===== config.mk =====
export PLATFORM = sky130hd
export DESIGN_NAME = multicycle_add
export DESIGN_NICKNAME = d
export VERILOG_FILES = /design/src/rtl/multicycle_add.sv
export SDC_FILE = /design/constraint.sdc
export NUM_CORES = 1
export LEC_CHECK = 0
export ABC_AREA = 1
export CAP_MARGIN = 20
export CORE_MARGIN = 2
export CORE_UTILIZATION = 45
export CTS_CLUSTER_SIZE = 28
export DETAILED_ROUTE_END_ITERATION = 6
export PLACE_DENSITY = 0.67
export SKIP_CTS_REPAIR_TIMING = 1
export SYNTH_ARGS = -nofsm -noshare
export SYNTH_HDL_FRONTEND = slang
export SYNTH_SLANG_ARGS = --single-unit

===== constraint.sdc =====
create_clock -name clk -period 3.56 [get_ports clk]
set_clock_uncertainty 0.15 [all_clocks]
set_input_delay 1.068 -clock clk [delete_from_list [all_inputs] [get_ports clk]]
set_output_delay 1.068 -clock clk [all_outputs]
set_load 0.01 [all_outputs]

===== src/rtl/multicycle_add.sv =====
// Multi-cycle WIDTH-bit adder/subtractor: one CHUNK-bit slice per clock behind a
// start/done handshake, with carry, signed-overflow and zero flags.
module multicycle_add #(
  parameter int unsigned WIDTH = 16,
  parameter int unsigned CHUNK = 4
) (
  input  logic             clk,
  input  logic             rst,
  input  logic             start,
  input  logic             sub,
  input  logic [WIDTH-1:0] A,
  input  logic [WIDTH-1:0] B,
  input  logic             Cin,
  output logic [WIDTH-1:0] OUT,
  output logic             Cout,
  output logic             V,
  output logic             Z,
  output logic             busy,
  output logic             done
);

  localparam int unsigned NCHUNK = WIDTH / CHUNK;
  localparam int unsigned CW     = (NCHUNK > 1) ? $clog2(NCHUNK) : 1;

  typedef enum logic {S_IDLE, S_RUN} state_t;

  state_t           r_state;
  logic [WIDTH-1:0] r_a;
  logic [WIDTH-1:0] r_b;
  logic [WIDTH-1:0] r_part;
  logic             r_carry;
  logic [CW-1:0]    r_cnt;

  int unsigned      w_base;
  logic [CHUNK-1:0] w_a_sl;
  logic [CHUNK-1:0] w_b_sl;
  logic [CHUNK:0]   w_sum;
  logic [WIDTH-1:0] w_full;
  logic             w_c_msb;
  logic             w_last;

  always_comb begin
    w_base  = 32'(r_cnt) * CHUNK;
    w_a_sl  = r_a[w_base +: CHUNK];
    w_b_sl  = r_b[w_base +: CHUNK];
    w_sum   = {1'b0, w_a_sl} + {1'b0, w_b_sl} + {{CHUNK{1'b0}}, r_carry};
    w_full  = r_part;
    w_full[w_base +: CHUNK] = w_sum[CHUNK-1:0];
    // Carry into the slice MSB recovered from the sum bit; only used on the last slice.
    w_c_msb = w_a_sl[CHUNK-1] ^ w_b_sl[CHUNK-1] ^ w_sum[CHUNK-1];
    w_last  = (r_cnt == CW'(NCHUNK - 1));
  end

  always_ff @(posedge clk or posedge rst) begin
    if (rst) begin
      r_state <= S_IDLE;
      r_a     <= '0;
      r_b     <= '0;
      r_part  <= '0;
      r_carry <= 1'b0;
      r_cnt   <= '0;
      OUT     <= '0;
      Cout    <= 1'b0;
      V       <= 1'b0;
      Z       <= 1'b0;
      busy    <= 1'b0;
      done    <= 1'b0;
    end else begin
      done <= 1'b0;
      unique case (r_state)
        S_IDLE: begin
          if (start) begin
            r_a     <= A;
            r_b     <= sub ? ~B : B;
            r_carry <= sub ? ~Cin : Cin;
            r_cnt   <= '0;
            busy    <= 1'b1;
            r_state <= S_RUN;
          end
        end
        S_RUN: begin
          r_part  <= w_full;
          r_carry <= w_sum[CHUNK];
          r_cnt   <= r_cnt + 1'b1;
          if (w_last) begin
            OUT     <= w_full;
            Cout    <= w_sum[CHUNK];
            V       <= w_c_msb ^ w_sum[CHUNK];
            Z       <= ~|w_full;
            done    <= 1'b1;
            busy    <= 1'b0;
            r_cnt   <= '0;
            r_state <= S_IDLE;
          end
        end
        default: r_state <= S_IDLE;
      endcase
    end
  end

endmodule


==> flow_summary.html, run 1 <==
<table>
<tr><th>Metric</th><th>Value</th></tr>
<tr><th colspan="2">STA</th></tr>
<tr><td>Worst hold-check slack</td><td>324 ps</td></tr>
<tr><td>Unrepaired setup endpoints after global routing</td><td>false</td></tr>
<tr><td>Min cycle time layout</td><td>3050 ps</td></tr>
<tr><td>Final setup violation count</td><td>0</td></tr>
<tr><td>Peak Freq</td><td>0.327 GHz</td></tr>
<tr><td>Worst max-slew margin expressed relative to the limit</td><td>0.399</td></tr>
<tr><td>Transition at the pin with the smallest max-transition slack</td><td>between 800 and 900 ps</td></tr>
<tr><td>Final count of hold timing violations</td><td>0</td></tr>
<tr><td>Ratio of final minimum period to clock period</td><td>0.858</td></tr>
<tr><td>Slack of the critical path</td><td>507 ps</td></tr>
<tr><td>Summed negative setup slack over all endpoints</td><td>0 ps</td></tr>
<tr><td>Total count of max-transition violations in the final report</td><td>0</td></tr>
<tr><th colspan="2">Routing</th></tr>
<tr><td>Routed WL per cell</td><td>roughly 13 um</td></tr>
<tr><td>Total number of vias</td><td>3045</td></tr>
<tr><td>Number of vias per cell</td><td>4.97</td></tr>
<tr><td>Metal-1 WL</td><td>3740 um</td></tr>
<tr><td>DRC</td><td>0</td></tr>
<tr><td>Antenna violation net count after detailed routing</td><td>0</td></tr>
<tr><td>Sum of routed wire length over all layers</td><td>~8100 um</td></tr>
<tr><td>Uppermost signal routing layer after detailed routing</td><td>met4</td></tr>
<tr><td>Number of optimization iterations in the first detailed-route pass</td><td>4</td></tr>
<tr><td>Met2 wire len</td><td>3930 um</td></tr>
<tr><td>Violation count after the first detailed-routing iteration</td><td>106</td></tr>
<tr><td>Detail Route met3 WL</td><td>around 290 um</td></tr>
<tr><th colspan="2">Die</th></tr>
<tr><td>Cell row count</td><td>32</td></tr>
<tr><td>Vert. Die Dim</td><td>around 94 um</td></tr>
<tr><td>Starting Density</td><td>0.471</td></tr>
<tr><td>Die X</td><td>approximately 94 um</td></tr>
<tr><td>Core area</td><td>about 7800 um^2</td></tr>
<tr><td>Top-level I/O count</td><td>58</td></tr>
<tr><td>Die area</td><td>about 8900 um^2</td></tr>
<tr><th colspan="2">Worst setup path</th></tr>
<tr><td>WS Path Type</td><td>reg -&gt; reg</td></tr>
<tr><td>Data required time at the worst endpoint</td><td>3700 ps</td></tr>
<tr><td>Capturing element type of the critical path</td><td>flop</td></tr>
<tr><td>Largest fanout on the critical path</td><td>14</td></tr>
<tr><td>Arr. time, crit path</td><td>~3200 ps</td></tr>
<tr><td>Nature of the critical path startpoint</td><td>flop</td></tr>
<tr><th colspan="2">Pwr</th></tr>
<tr><td>LEAKAGE</td><td>2.15 nW</td></tr>
<tr><td>Overall Power</td><td>4.28 mW</td></tr>
<tr><td>Worst vdd rail ir drop</td><td>0.359 mV</td></tr>
<tr><td>Power density cells</td><td>roughly 950 nW/um^2</td></tr>
<tr><th colspan="2">Clock network</th></tr>
<tr><td>Buffer type at the clock tree root</td><td>sky130_fd_sc_hd__clkbuf_8</td></tr>
<tr><td>CTS max path bufs</td><td>2</td></tr>
<tr><td>Clock-pin transition on the worst setup and hold timing paths</td><td>70 ps</td></tr>
<tr><td>Source-to-sink clock delay at the later pin of the worst-skew pair</td><td>roughly 350 ps</td></tr>
<tr><td>Clock sinks</td><td>73</td></tr>
<tr><td>CTS tree</td><td>done</td></tr>
<tr><td>H-tree depth reported by CTS</td><td>3</td></tr>
<tr><td>Inserted Clock Buffers</td><td>9</td></tr>
<tr><th colspan="2">Layout</th></tr>
<tr><td>Final core occ</td><td>0.578</td></tr>
<tr><td>Multi-input combinational cell area</td><td>1590 um^2</td></tr>
<tr><td>Final-layout fill cell count</td><td>between 700 and 800</td></tr>
<tr><td>Count of nets after finishing</td><td>555</td></tr>
<tr><td>Final cell count without fillers</td><td>613</td></tr>
<tr><td>Commonest non-fill, non-tap cell in the layout</td><td>sky130_fd_sc_hd__nand2_1</td></tr>
<tr><td>FF+latch area</td><td>1830 um^2</td></tr>
<tr><td>Post-Layout Inst Area</td><td>4510 um^2</td></tr>
<tr><td>Area growth syn-to-layout</td><td>22.8%</td></tr>
<tr><td>Share of post-route cells with drive strength above 1</td><td>0.0685</td></tr>
<tr><td>Antenna diode instance count</td><td>0</td></tr>
<tr><td>Commonest cells after routing, fill and taps aside</td><td>sky130_fd_sc_hd__nand2_1 (151), sky130_fd_sc_hd__dfrtp_1 (73), sky130_fd_sc_hd__clkdlybuf4s50_1 (57), sky130_fd_sc_hd__o21ai_0 (52), sky130_fd_sc_hd__nor2_1 (38)</td></tr>
<tr><th colspan="2">Global routing</th></tr>
<tr><td>Number of global-route vias before repair</td><td>2961</td></tr>
<tr><td>Global router's overall resource usage</td><td>0.201</td></tr>
<tr><td>Antenna violations before repair</td><td>0</td></tr>
<tr><td>Pin count of the biggest net entering global routing</td><td>74</td></tr>
<tr><td>Sum of overflow across all layers after global routing</td><td>0</td></tr>
<tr><td>Global-route wire length before repair</td><td>13900 um</td></tr>
<tr><th colspan="2">Place</th></tr>
<tr><td>Worst setup slack before clock tree synthesis</td><td>525 ps</td></tr>
<tr><td>Placed insts</td><td>598</td></tr>
<tr><td>Instance area at placement</td><td>4340 um^2</td></tr>
<tr><td>Final GP Congestion</td><td>0.894</td></tr>
<tr><td>Half-perimeter wire length of the detailed placement result</td><td>5820 um</td></tr>
<tr><td>Number of port buffers</td><td>57</td></tr>
<tr><th colspan="2">Yosys</th></tr>
<tr><td>Library cell occupying the most area in the post-synthesis netlist</td><td>sky130_fd_sc_hd__dfrtp_1</td></tr>
<tr><td>Number of enable-type register cells in the synthesized netlist</td><td>0</td></tr>
<tr><td>Number of unique standard cell types used by synthesis</td><td>31</td></tr>
<tr><td>Fraction of post-synthesis cell area in the top cell type by area</td><td>0.497</td></tr>
<tr><td>Post-synthesis async set-or-reset flop share</td><td>1.00</td></tr>
<tr><td>Yosys reg bits</td><td>73</td></tr>
<tr><td>Synth Cell Area</td><td>3670 um^2</td></tr>
<tr><td>Synth area leaders</td><td>sky130_fd_sc_hd__dfrtp_1 (50%), sky130_fd_sc_hd__nand2_1 (15%), sky130_fd_sc_hd__o21ai_0 (7.1%)</td></tr>
<tr><td>Primary FF master, synth</td><td>sky130_fd_sc_hd__dfrtp_1</td></tr>
<tr><td>Mean instance size in the synthesized netlist</td><td>8.11 um^2</td></tr>
<tr><td>Post-synth net total</td><td>between 500 and 600</td></tr>
<tr><td>Number of warnings printed during yosys synthesis</td><td>0</td></tr>
<tr><td>Post-synthesis sequential area ratio</td><td>0.497</td></tr>
<tr><td>Cell count after synthesis</td><td>453</td></tr>
<tr><th colspan="2">Min path</th></tr>
<tr><td>Kind of path behind the tightest hold check</td><td>reg -&gt; reg</td></tr>
<tr><th colspan="2">Job</th></tr>
<tr><td>Max_cap viols</td><td>0</td></tr>
<tr><th colspan="2">Run status</th></tr>
<tr><td>Outcome</td><td>complete, no violations</td></tr>
</table>
-- power by group --
group / internal, mW / switching, mW / total (mW) / leakage (nW)
sequential: 1.19 / 0.239 / 1.43 / 0.939
clock: 0.317 / 0.299 / 0.616 / 0.0929
combinational: 0.876 / 1.36 / 2.23 / 1.12
total: 2.38 / 1.89 / 4.28 / 2.15
-- layer usage --
metal,GRT usage,up-vias
li1,-,1545
met1,0.258,1427
met2,0.339,62
met3,0.0359,11
met4,0.0833,0
met5,0,-
-- worst paths after layout --
path / from / end / slack, ps / cells after the start
max reg2reg: r_cnt[1] / Z / 510 / 16
min in group asynchronous: rst / done / 940 / 3
min: r_a[11] / r_a[11] / 320 / 2
max in group asynchronous: rst / r_part[7] / 1950 / 3
min reg2reg: r_a[11] / r_a[11] / 320 / 2
max: r_cnt[1] / Z / 510 / 16
-- worst max-delay path, stage by stage, from the launching register on --
cell	delay, ps
sky130_fd_sc_hd__dfrtp_1	490
sky130_fd_sc_hd__inv_1	380
sky130_fd_sc_hd__o21ai_0	160
sky130_fd_sc_hd__o22ai_1	200
sky130_fd_sc_hd__fa_1	250
sky130_fd_sc_hd__inv_1	60
sky130_fd_sc_hd__fa_1	510
sky130_fd_sc_hd__inv_1	70
sky130_fd_sc_hd__nand2_1	60
sky130_fd_sc_hd__nor2_1	50
sky130_fd_sc_hd__nor2_1	160
sky130_fd_sc_hd__nand3_1	100
sky130_fd_sc_hd__nor2_1	90
sky130_fd_sc_hd__nand2_1	70
sky130_fd_sc_hd__nor2_2	80
sky130_fd_sc_hd__nand3_1	70
sky130_fd_sc_hd__nand2_1	60
-- area by class of cell --
cell class | count | share of cell area
tap | 102 | 0.0283
inverter | 39 | 0.0324
timing repair buffer | 65 | 0.143
multi-input combinational | 319 | 0.353
clock buffer | 11 | 0.0291
sequential | 73 | 0.405
clock inverter | 4 | 0.00998
-- state kept, by name, summed over array words and instances (netlist names) --
register  flops
r_state       1
r_a          16
done          1
Z             1
r_cnt         2
OUT          16
Cout          1
r_part       16
busy          1
r_carry       1
r_b          16
V             1
-- cell families (layout without fill, tap and decap cells) --
kind of cell    count (synthesis)  in the layout  synth area share
compound gates                 80             80             0.122
xor+xnor                       17             17            0.0405
fa+ha+maj                      11             11            0.0415
buf+inv                        61            119            0.0695
flops                          73             73             0.497
simple gates                  211            211             0.230
-- synth_stat cells, types with 2 or more instances --
| cell type | instances |
|---|---|
| sky130_fd_sc_hd__o21ai_0 | 52 |
| sky130_fd_sc_hd__a32oi_1 | 2 |
| sky130_fd_sc_hd__a21oi_1 | 4 |
| sky130_fd_sc_hd__inv_1 | 37 |
| sky130_fd_sc_hd__nand2_1 | 151 |
| sky130_fd_sc_hd__clkbuf_1 | 8 |
| sky130_fd_sc_hd__o21ai_1 | 3 |
| sky130_fd_sc_hd__nand3_1 | 12 |
| sky130_fd_sc_hd__nand3_2 | 2 |
| sky130_fd_sc_hd__nor2_2 | 4 |
| sky130_fd_sc_hd__o22ai_1 | 9 |
| sky130_fd_sc_hd__fa_1 | 2 |
| sky130_fd_sc_hd__buf_2 | 12 |
| sky130_fd_sc_hd__nor2_1 | 38 |
| sky130_fd_sc_hd__o21ai_2 | 2 |
| sky130_fd_sc_hd__a31oi_1 | 4 |
| sky130_fd_sc_hd__ha_1 | 9 |
| sky130_fd_sc_hd__xnor2_1 | 16 |
| sky130_fd_sc_hd__dfrtp_1 | 73 |
| sky130_fd_sc_hd__nand4_1 | 2 |
(Power assumes the default switching activity.)
==> run 2: changes to the inputs <==
Settings changed: PLACE_DENSITY 0.67 to not set, PLACE_DENSITY_LB_ADDON set to 0.12.
==> flow_summary.html, run 2 (synthesized netlist as in run 1, its figures left out) <==
<table>
<tr><th>Metric</th><th>Value</th></tr>
<tr><th colspan="2">Die</th></tr>
<tr><td>Core area</td><td>7810 um^2 (unchanged)</td></tr>
<tr><td>Top-level I/O count</td><td>58 (unchanged)</td></tr>
<tr><td>Die area</td><td>8900 um^2 (unchanged)</td></tr>
<tr><td>Starting Density</td><td>0.471 (unchanged)</td></tr>
<tr><td>Vert. Die Dim</td><td>94.4 um (unchanged)</td></tr>
<tr><td>Die X</td><td>94.4 um (unchanged)</td></tr>
<tr><td>Cell row count</td><td>32 (unchanged)</td></tr>
<tr><th colspan="2">Routing</th></tr>
<tr><td>Number of vias per cell</td><td>4.96 (-0.13%)</td></tr>
<tr><td>Sum of routed wire length over all layers</td><td>7980 um (-1.2%)</td></tr>
<tr><td>Routed WL per cell</td><td>13.0 um (-1.2%)</td></tr>
<tr><td>Antenna violation net count after detailed routing</td><td>0 (unchanged)</td></tr>
<tr><td>Number of optimization iterations in the first detailed-route pass</td><td>4 (unchanged)</td></tr>
<tr><td>DRC</td><td>0 (unchanged)</td></tr>
<tr><td>Total number of vias</td><td>3041 (-0.13%)</td></tr>
<tr><td>Violation count after the first detailed-routing iteration</td><td>112 (+5.7%)</td></tr>
<tr><th colspan="2">Clock network</th></tr>
<tr><td>Source-to-sink clock delay at the later pin of the worst-skew pair</td><td>350 ps (about the same)</td></tr>
<tr><td>Buffer type at the clock tree root</td><td>sky130_fd_sc_hd__clkbuf_8</td></tr>
<tr><td>H-tree depth reported by CTS</td><td>3 (unchanged)</td></tr>
<tr><td>Inserted Clock Buffers</td><td>9 (unchanged)</td></tr>
<tr><td>CTS tree</td><td>done</td></tr>
<tr><td>Clock-pin transition on the worst setup and hold timing paths</td><td>80 ps (about the same)</td></tr>
<tr><td>Clock sinks</td><td>73 (unchanged)</td></tr>
<tr><td>CTS max path bufs</td><td>2 (unchanged)</td></tr>
<tr><th colspan="2">Min path</th></tr>
<tr><td>Startpoint of the most critical hold path</td><td>r_a[11]</td></tr>
<tr><td>Cells on Worst Hold Path</td><td>2 (unchanged)</td></tr>
<tr><td>Hold endpoint</td><td>r_a[11]</td></tr>
<tr><td>Kind of path behind the tightest hold check</td><td>reg -&gt; reg</td></tr>
<tr><th colspan="2">Place</th></tr>
<tr><td>Half-perimeter wire length of the detailed placement result</td><td>5980 um (+2.8%)</td></tr>
<tr><td>Number of port buffers</td><td>57 (unchanged)</td></tr>
<tr><td>Instance area at placement</td><td>4330 um^2 (-0.17%)</td></tr>
<tr><td>Final GP Congestion</td><td>0.915 (+2.4%)</td></tr>
<tr><th colspan="2">STA</th></tr>
<tr><td>Final setup violation count</td><td>0 (unchanged)</td></tr>
<tr><td>Total count of max-transition violations in the final report</td><td>0 (unchanged)</td></tr>
<tr><td>Final count of hold timing violations</td><td>0 (unchanged)</td></tr>
<tr><td>Peak Freq</td><td>0.334 GHz (+2.0%)</td></tr>
<tr><td>Ratio of final minimum period to clock period</td><td>0.841 (-0.0172)</td></tr>
<tr><td>Transition at the pin with the smallest max-transition slack</td><td>888 ps (-11.2 ps)</td></tr>
<tr><td>Worst max-slew margin expressed relative to the limit</td><td>0.406 (+0.00749)</td></tr>
<tr><td>Min cycle time layout</td><td>2990 ps (-61.2 ps)</td></tr>
<tr><td>Unrepaired setup endpoints after global routing</td><td>false</td></tr>
<tr><td>Summed negative setup slack over all endpoints</td><td>0 ps (unchanged)</td></tr>
<tr><th colspan="2">Global routing</th></tr>
<tr><td>Sum of overflow across all layers after global routing</td><td>0 (unchanged)</td></tr>
<tr><td>Antenna violations before repair</td><td>0 (unchanged)</td></tr>
<tr><td>Global router's overall resource usage</td><td>0.198 (-0.00355)</td></tr>
<tr><td>Pin count of the biggest net entering global routing</td><td>46 (-38%)</td></tr>
<tr><td>Global-route wire length before repair</td><td>13700 um (-0.94%)</td></tr>
<tr><td>Number of global-route vias before repair</td><td>2968 (+0.24%)</td></tr>
<tr><th colspan="2">Pwr</th></tr>
<tr><td>Power density cells</td><td>944 nW/um^2 (-0.40%)</td></tr>
<tr><td>Worst vdd rail ir drop</td><td>0.462 mV (+29%)</td></tr>
<tr><td>LEAKAGE</td><td>2.14 nW (-0.42%)</td></tr>
<tr><th colspan="2">Worst setup path</th></tr>
<tr><td>End of the worst register-to-register path</td><td>Z</td></tr>
<tr><td>Arr. time, crit path</td><td>3130 ps (-60 ps)</td></tr>
<tr><td>R2R Path Start</td><td>r_cnt[1]</td></tr>
<tr><td>Largest fanout on the critical path</td><td>14 (unchanged)</td></tr>
<tr><td>Capturing element type of the critical path</td><td>flop</td></tr>
<tr><td>Register-to-register setup slack</td><td>570 ps (+60 ps)</td></tr>
<tr><td>Nature of the critical path startpoint</td><td>flop</td></tr>
<tr><td>R2R cell count</td><td>16 (unchanged)</td></tr>
<tr><td>Data required time at the worst endpoint</td><td>3700 ps (about the same)</td></tr>
<tr><td>WS Path Type</td><td>reg -&gt; reg</td></tr>
<tr><th colspan="2">Layout</th></tr>
<tr><td>Commonest cells after routing, fill and taps aside</td><td>sky130_fd_sc_hd__nand2_1 (151), sky130_fd_sc_hd__dfrtp_1 (73), sky130_fd_sc_hd__clkdlybuf4s50_1 (57), sky130_fd_sc_hd__o21ai_0 (52), sky130_fd_sc_hd__nor2_1 (38)</td></tr>
<tr><td>Post-Layout Inst Area</td><td>4510 um^2 (about the same)</td></tr>
<tr><td>Final core occ</td><td>0.578 (about the same)</td></tr>
<tr><td>Commonest non-fill, non-tap cell in the layout</td><td>sky130_fd_sc_hd__nand2_1</td></tr>
<tr><td>Final-layout fill cell count</td><td>742 (+0.82%)</td></tr>
<tr><td>Antenna diode instance count</td><td>0 (unchanged)</td></tr>
<tr><td>Area growth syn-to-layout</td><td>22.7% (about the same)</td></tr>
<tr><td>Share of post-route cells with drive strength above 1</td><td>0.0724 (+0.00391)</td></tr>
<tr><td>Count of nets after finishing</td><td>554 (-0.18%)</td></tr>
<tr><th colspan="2">Job</th></tr>
<tr><td>Max_cap viols</td><td>0 (unchanged)</td></tr>
<tr><th colspan="2">Run status</th></tr>
<tr><td>Outcome</td><td>complete, no violations</td></tr>
</table>
## run 2: area by class of cell
| cell class | count | area [um^2] | share of cell area |
|---|---|---|---|
| sequential | 73 | 1830 | 0.405 |
| multi-input combinational | 319 | 1590 | 0.353 |
| timing repair buffer | 64 | 636 | 0.141 |
| inverter | 39 | 146 | 0.0325 |
| clock buffer | 10 | 138 | 0.0305 |
| tap | 102 | 128 | 0.0283 |
| clock inverter | 6 | 42.5 | 0.00943 |
## run 2: per-layer routing
metal	up-vias	GRT usage	part of all wire
met2	69	0.343	0.49
met3	10	0.0343	0.044
met5	-	0	0
met4	0	0.0725	0.011
li1	1545	-	-
met1	1417	0.249	0.46
## run 2: critical path, cell delays in order (launching register included)
cell and delay [ps]:
sky130_fd_sc_hd__dfrtp_1 490, sky130_fd_sc_hd__inv_1 360, sky130_fd_sc_hd__o21ai_0 170, sky130_fd_sc_hd__o22ai_1 190, sky130_fd_sc_hd__fa_1 240, sky130_fd_sc_hd__inv_1 60
sky130_fd_sc_hd__fa_1 510, sky130_fd_sc_hd__inv_1 70, sky130_fd_sc_hd__nand2_2 60, sky130_fd_sc_hd__nor2_1 40, sky130_fd_sc_hd__a21boi_2 160, sky130_fd_sc_hd__nand3_1 90
sky130_fd_sc_hd__nor2_1 90, sky130_fd_sc_hd__nand2_1 60, sky130_fd_sc_hd__nor2_2 80, sky130_fd_sc_hd__nand3_1 70, sky130_fd_sc_hd__nand2_1 50
## run 2: worst max path at each step
stage	start	to
detailed placement	r_cnt[1]	Z
global route	r_cnt[1]	Z
CTS	r_cnt[1]	Z
finish	r_cnt[1]	Z
floorplan	rst	Cout
global placement	start	r_carry
## run 2: report_power, final
group | switching [mW] | internal, mW
sequential | 0.236 | 1.19
combinational | 1.36 | 0.875
clock | 0.319 | 0.273
total | 1.92 | 2.34
## run 2: through the flow
step	instances	hold slack (ps)	worst slack, ps	total power, mW
4_1_cts	613	333	549	4.30
6_report	613	327	568	4.26
2_1_floorplan	453	287	489	2.99
5_1_grt	613	354	246	4.68
3_3_place_gp	597	308	639	3.64
3_5_place_dp	597	315	567	3.69
==> run 3: changes to the inputs <==
Clock period 3.56 ns to 3.1 ns, I/O delays scaled along.
==> flow_summary.html, run 3 (synthesized netlist as in run 1, its figures left out) <==
<table>
<tr><th>Metric</th><th>Value</th></tr>
<tr><th colspan="2">Clock network</th></tr>
<tr><td>Clock sinks</td><td>73 (unchanged)</td></tr>
<tr><td>Inserted Clock Buffers</td><td>9 (unchanged)</td></tr>
<tr><td>H-tree depth reported by CTS</td><td>3 (unchanged)</td></tr>
<tr><td>CTS tree</td><td>done</td></tr>
<tr><td>CTS max path bufs</td><td>2 (unchanged)</td></tr>
<tr><td>Clock-pin transition on the worst setup and hold timing paths</td><td>70 ps (about the same)</td></tr>
<tr><td>Buffer type at the clock tree root</td><td>sky130_fd_sc_hd__clkbuf_8</td></tr>
<tr><td>Source-to-sink clock delay at the later pin of the worst-skew pair</td><td>340 ps (about the same)</td></tr>
<tr><th colspan="2">STA</th></tr>
<tr><td>Peak Freq</td><td>0.349 GHz (+4.3%)</td></tr>
<tr><td>Min cycle time layout</td><td>2870 ps (-123 ps)</td></tr>
<tr><td>Total count of max-transition violations in the final report</td><td>0 (unchanged)</td></tr>
<tr><td>Worst hold-check slack</td><td>326 ps (-1.90 ps)</td></tr>
<tr><td>Final count of hold timing violations</td><td>0 (unchanged)</td></tr>
<tr><td>Ratio of final minimum period to clock period</td><td>0.925 (+0.0850)</td></tr>
<tr><td>Worst max-slew margin expressed relative to the limit</td><td>0.554 (+0.148)</td></tr>
<tr><td>Final setup violation count</td><td>0 (unchanged)</td></tr>
<tr><td>Transition at the pin with the smallest max-transition slack</td><td>668 ps (-220 ps)</td></tr>
<tr><th colspan="2">Routing</th></tr>
<tr><td>DRC</td><td>0 (unchanged)</td></tr>
<tr><td>Number of optimization iterations in the first detailed-route pass</td><td>4 (unchanged)</td></tr>
<tr><td>Number of vias per cell</td><td>4.95 (-0.22%)</td></tr>
<tr><td>Routed WL per cell</td><td>13.6 um (+4.5%)</td></tr>
<tr><td>Sum of routed wire length over all layers</td><td>8450 um (+5.9%)</td></tr>
<tr><td>Antenna violation net count after detailed routing</td><td>0 (unchanged)</td></tr>
<tr><td>Total number of vias</td><td>3074 (+1.1%)</td></tr>
<tr><td>Violation count after the first detailed-routing iteration</td><td>142 (+27%)</td></tr>
<tr><th colspan="2">Die</th></tr>
<tr><td>Starting Density</td><td>0.471 (unchanged)</td></tr>
<tr><td>Cell row count</td><td>32 (unchanged)</td></tr>
<tr><td>Vert. Die Dim</td><td>94.4 um (unchanged)</td></tr>
<tr><td>Core area</td><td>7810 um^2 (unchanged)</td></tr>
<tr><td>Die X</td><td>94.4 um (unchanged)</td></tr>
<tr><td>Die area</td><td>8900 um^2 (unchanged)</td></tr>
<tr><td>Top-level I/O count</td><td>58 (unchanged)</td></tr>
<tr><th colspan="2">Global routing</th></tr>
<tr><td>Antenna violations before repair</td><td>0 (unchanged)</td></tr>
<tr><td>Global router's overall resource usage</td><td>0.208 (+0.0105)</td></tr>
<tr><td>Pin count of the biggest net entering global routing</td><td>35 (-24%)</td></tr>
<tr><td>Number of global-route vias before repair</td><td>2934 (-1.1%)</td></tr>
<tr><td>Sum of overflow across all layers after global routing</td><td>0 (unchanged)</td></tr>
<tr><td>Global-route wire length before repair</td><td>14200 um (+3.6%)</td></tr>
<tr><th colspan="2">Worst setup path</th></tr>
<tr><td>Delay of the slowest critical-path stage</td><td>440 ps (-70 ps)</td></tr>
<tr><td>Largest fanout on the critical path</td><td>10 (-4)</td></tr>
<tr><td>Critical path cell sequence</td><td>clkinvlp_4, o21ai_0, o22ai_1, fa_1, inv_1, fa_1, nor2_1, nand3_2, nand2_1, nor2_1, nand2_1, nor2_1, nand2_1, nor2_1, nand3_1, nand2_1</td></tr>
<tr><td>CP max stage cell</td><td>sky130_fd_sc_hd__fa_1</td></tr>
<tr><td>Capturing element type of the critical path</td><td>flop</td></tr>
<tr><td>Nature of the critical path startpoint</td><td>flop</td></tr>
<tr><td>Data required time at the worst endpoint</td><td>3190 ps (-510 ps)</td></tr>
<tr><td>WS Path Type</td><td>reg -&gt; reg</td></tr>
<tr><td>Arr. time, crit path</td><td>2950 ps (-180 ps)</td></tr>
<tr><th colspan="2">Pwr</th></tr>
<tr><td>Worst vdd rail ir drop</td><td>0.444 mV (-3.8%)</td></tr>
<tr><td>Power density cells</td><td>1090 nW/um^2 (+16%)</td></tr>
<tr><td>LEAKAGE</td><td>2.19 nW (+2.2%)</td></tr>
<tr><th colspan="2">Layout</th></tr>
<tr><td>Commonest cells after routing, fill and taps aside</td><td>sky130_fd_sc_hd__nand2_1 (151), sky130_fd_sc_hd__dfrtp_1 (73), sky130_fd_sc_hd__clkdlybuf4s50_1 (57), sky130_fd_sc_hd__o21ai_0 (51), sky130_fd_sc_hd__nor2_1 (38)</td></tr>
<tr><td>Final cell count without fillers</td><td>621 (+1.3%)</td></tr>
<tr><td>Count of nets after finishing</td><td>565 (+2.0%)</td></tr>
<tr><td>Area growth syn-to-layout</td><td>24.8%</td></tr>
<tr><td>Share of post-route cells with drive strength above 1</td><td>0.0867 (+0.0143)</td></tr>
<tr><td>Final-layout fill cell count</td><td>761 (+2.6%)</td></tr>
<tr><td>Commonest non-fill, non-tap cell in the layout</td><td>sky130_fd_sc_hd__nand2_1</td></tr>
<tr><td>Antenna diode instance count</td><td>0 (unchanged)</td></tr>
<tr><th colspan="2">Run status</th></tr>
<tr><td>Outcome</td><td>complete, no violations</td></tr>
<tr><th colspan="2">Place</th></tr>
<tr><td>Placed insts</td><td>604 (+1.2%)</td></tr>
<tr><td>Half-perimeter wire length of the detailed placement result</td><td>6320 um (+5.7%)</td></tr>
<tr><td>Final GP Congestion</td><td>0.875 (-4.5%)</td></tr>
<tr><td>Number of port buffers</td><td>57 (unchanged)</td></tr>
<tr><th colspan="2">Min path</th></tr>
<tr><td>Kind of path behind the tightest hold check</td><td>reg -&gt; reg</td></tr>
<tr><th colspan="2">Job</th></tr>
<tr><td>Max_cap viols</td><td>0 (unchanged)</td></tr>
</table>
## run 3: cell types whose count changed in the layout (fill, tap and decap cells not counted)
cell / delta
sky130_fd_sc_hd__buf_4: +11
sky130_fd_sc_hd__clkbuf_8: +2
sky130_fd_sc_hd__clkinv_2: -2
sky130_fd_sc_hd__clkbuf_1: +1
sky130_fd_sc_hd__clkinv_4: -1
sky130_fd_sc_hd__clkinvlp_4: -1
sky130_fd_sc_hd__inv_1: -1
sky130_fd_sc_hd__inv_6: -1
sky130_fd_sc_hd__o21ai_0: -1
sky130_fd_sc_hd__o21ai_1: +1
## run 3: path summary, 6_finish.rpt
kind	start	to	slack [ps]	cells past startpoint
worst min-delay path	r_a[3]	r_a[3]	330	2
worst max-delay path	r_cnt[0]	Z	230	16
max in group asynchronous	rst	r_part[10]	1460	3
worst min register to register	r_a[3]	r_a[3]	330	2
worst max register to register	r_cnt[0]	Z	230	16
min in group asynchronous	rst	r_part[15]	680	2
## run 3: worst max-delay path, delay by kind of cell, from the launching register on
family,cells,cell delay [ps]
AO/OA/AOI/OAI,2,310
AND/OR/NAND/NOR,10,740
buffers and inverters,2,290
adder cells (fa/ha/maj),2,860
flip-flops,1,420
## run 3: area by class of cell
cell class                      count  area (um^2)  share of cell area
Tap cell                          102          128              0.0278
Sequential cell                    73         1830               0.398
Multi-Input combinational cell    319         1590               0.347
Timing Repair Buffer               75          718               0.157
Clock buffer                       13          169              0.0368
Inverter                           39          150              0.0328
## run 3: stage by stage
step | instance area (um^2) | setup slack (ps) | util | setup TNS (ps) | total power, mW
floorplan | 3670 | 167 | - | 0 | 3.44
finish | 4580 | 231 | 0.587 | 0 | 5.00
detailed placement | 4380 | 270 | 0.561 | 0 | 4.30
global route | 4580 | -16.0 | 0.587 | -16.0 | 5.49
global placement | 4380 | 367 | 0.561 | 0 | 4.25
CTS | 4550 | 248 | 0.583 | 0 | 4.98
## run 3: report_power, final
part	internal (mW)	leakage (nW)	total [mW]	switching, mW
combinational	1.08	1.16	2.70	1.62
sequential	1.37	0.939	1.63	0.264
clock	0.344	0.0875	0.675	0.331
## run 3: metal layers
layer	wire (um)	part of all wire	vias up	GRT usage
met5	0	0	-	0
met1	3900	0.46	1431	0.279
met2	4040	0.48	62	0.329
li1	-	-	1562	-
met4	248	0.029	0	0.0990
met3	257	0.030	19	0.0375
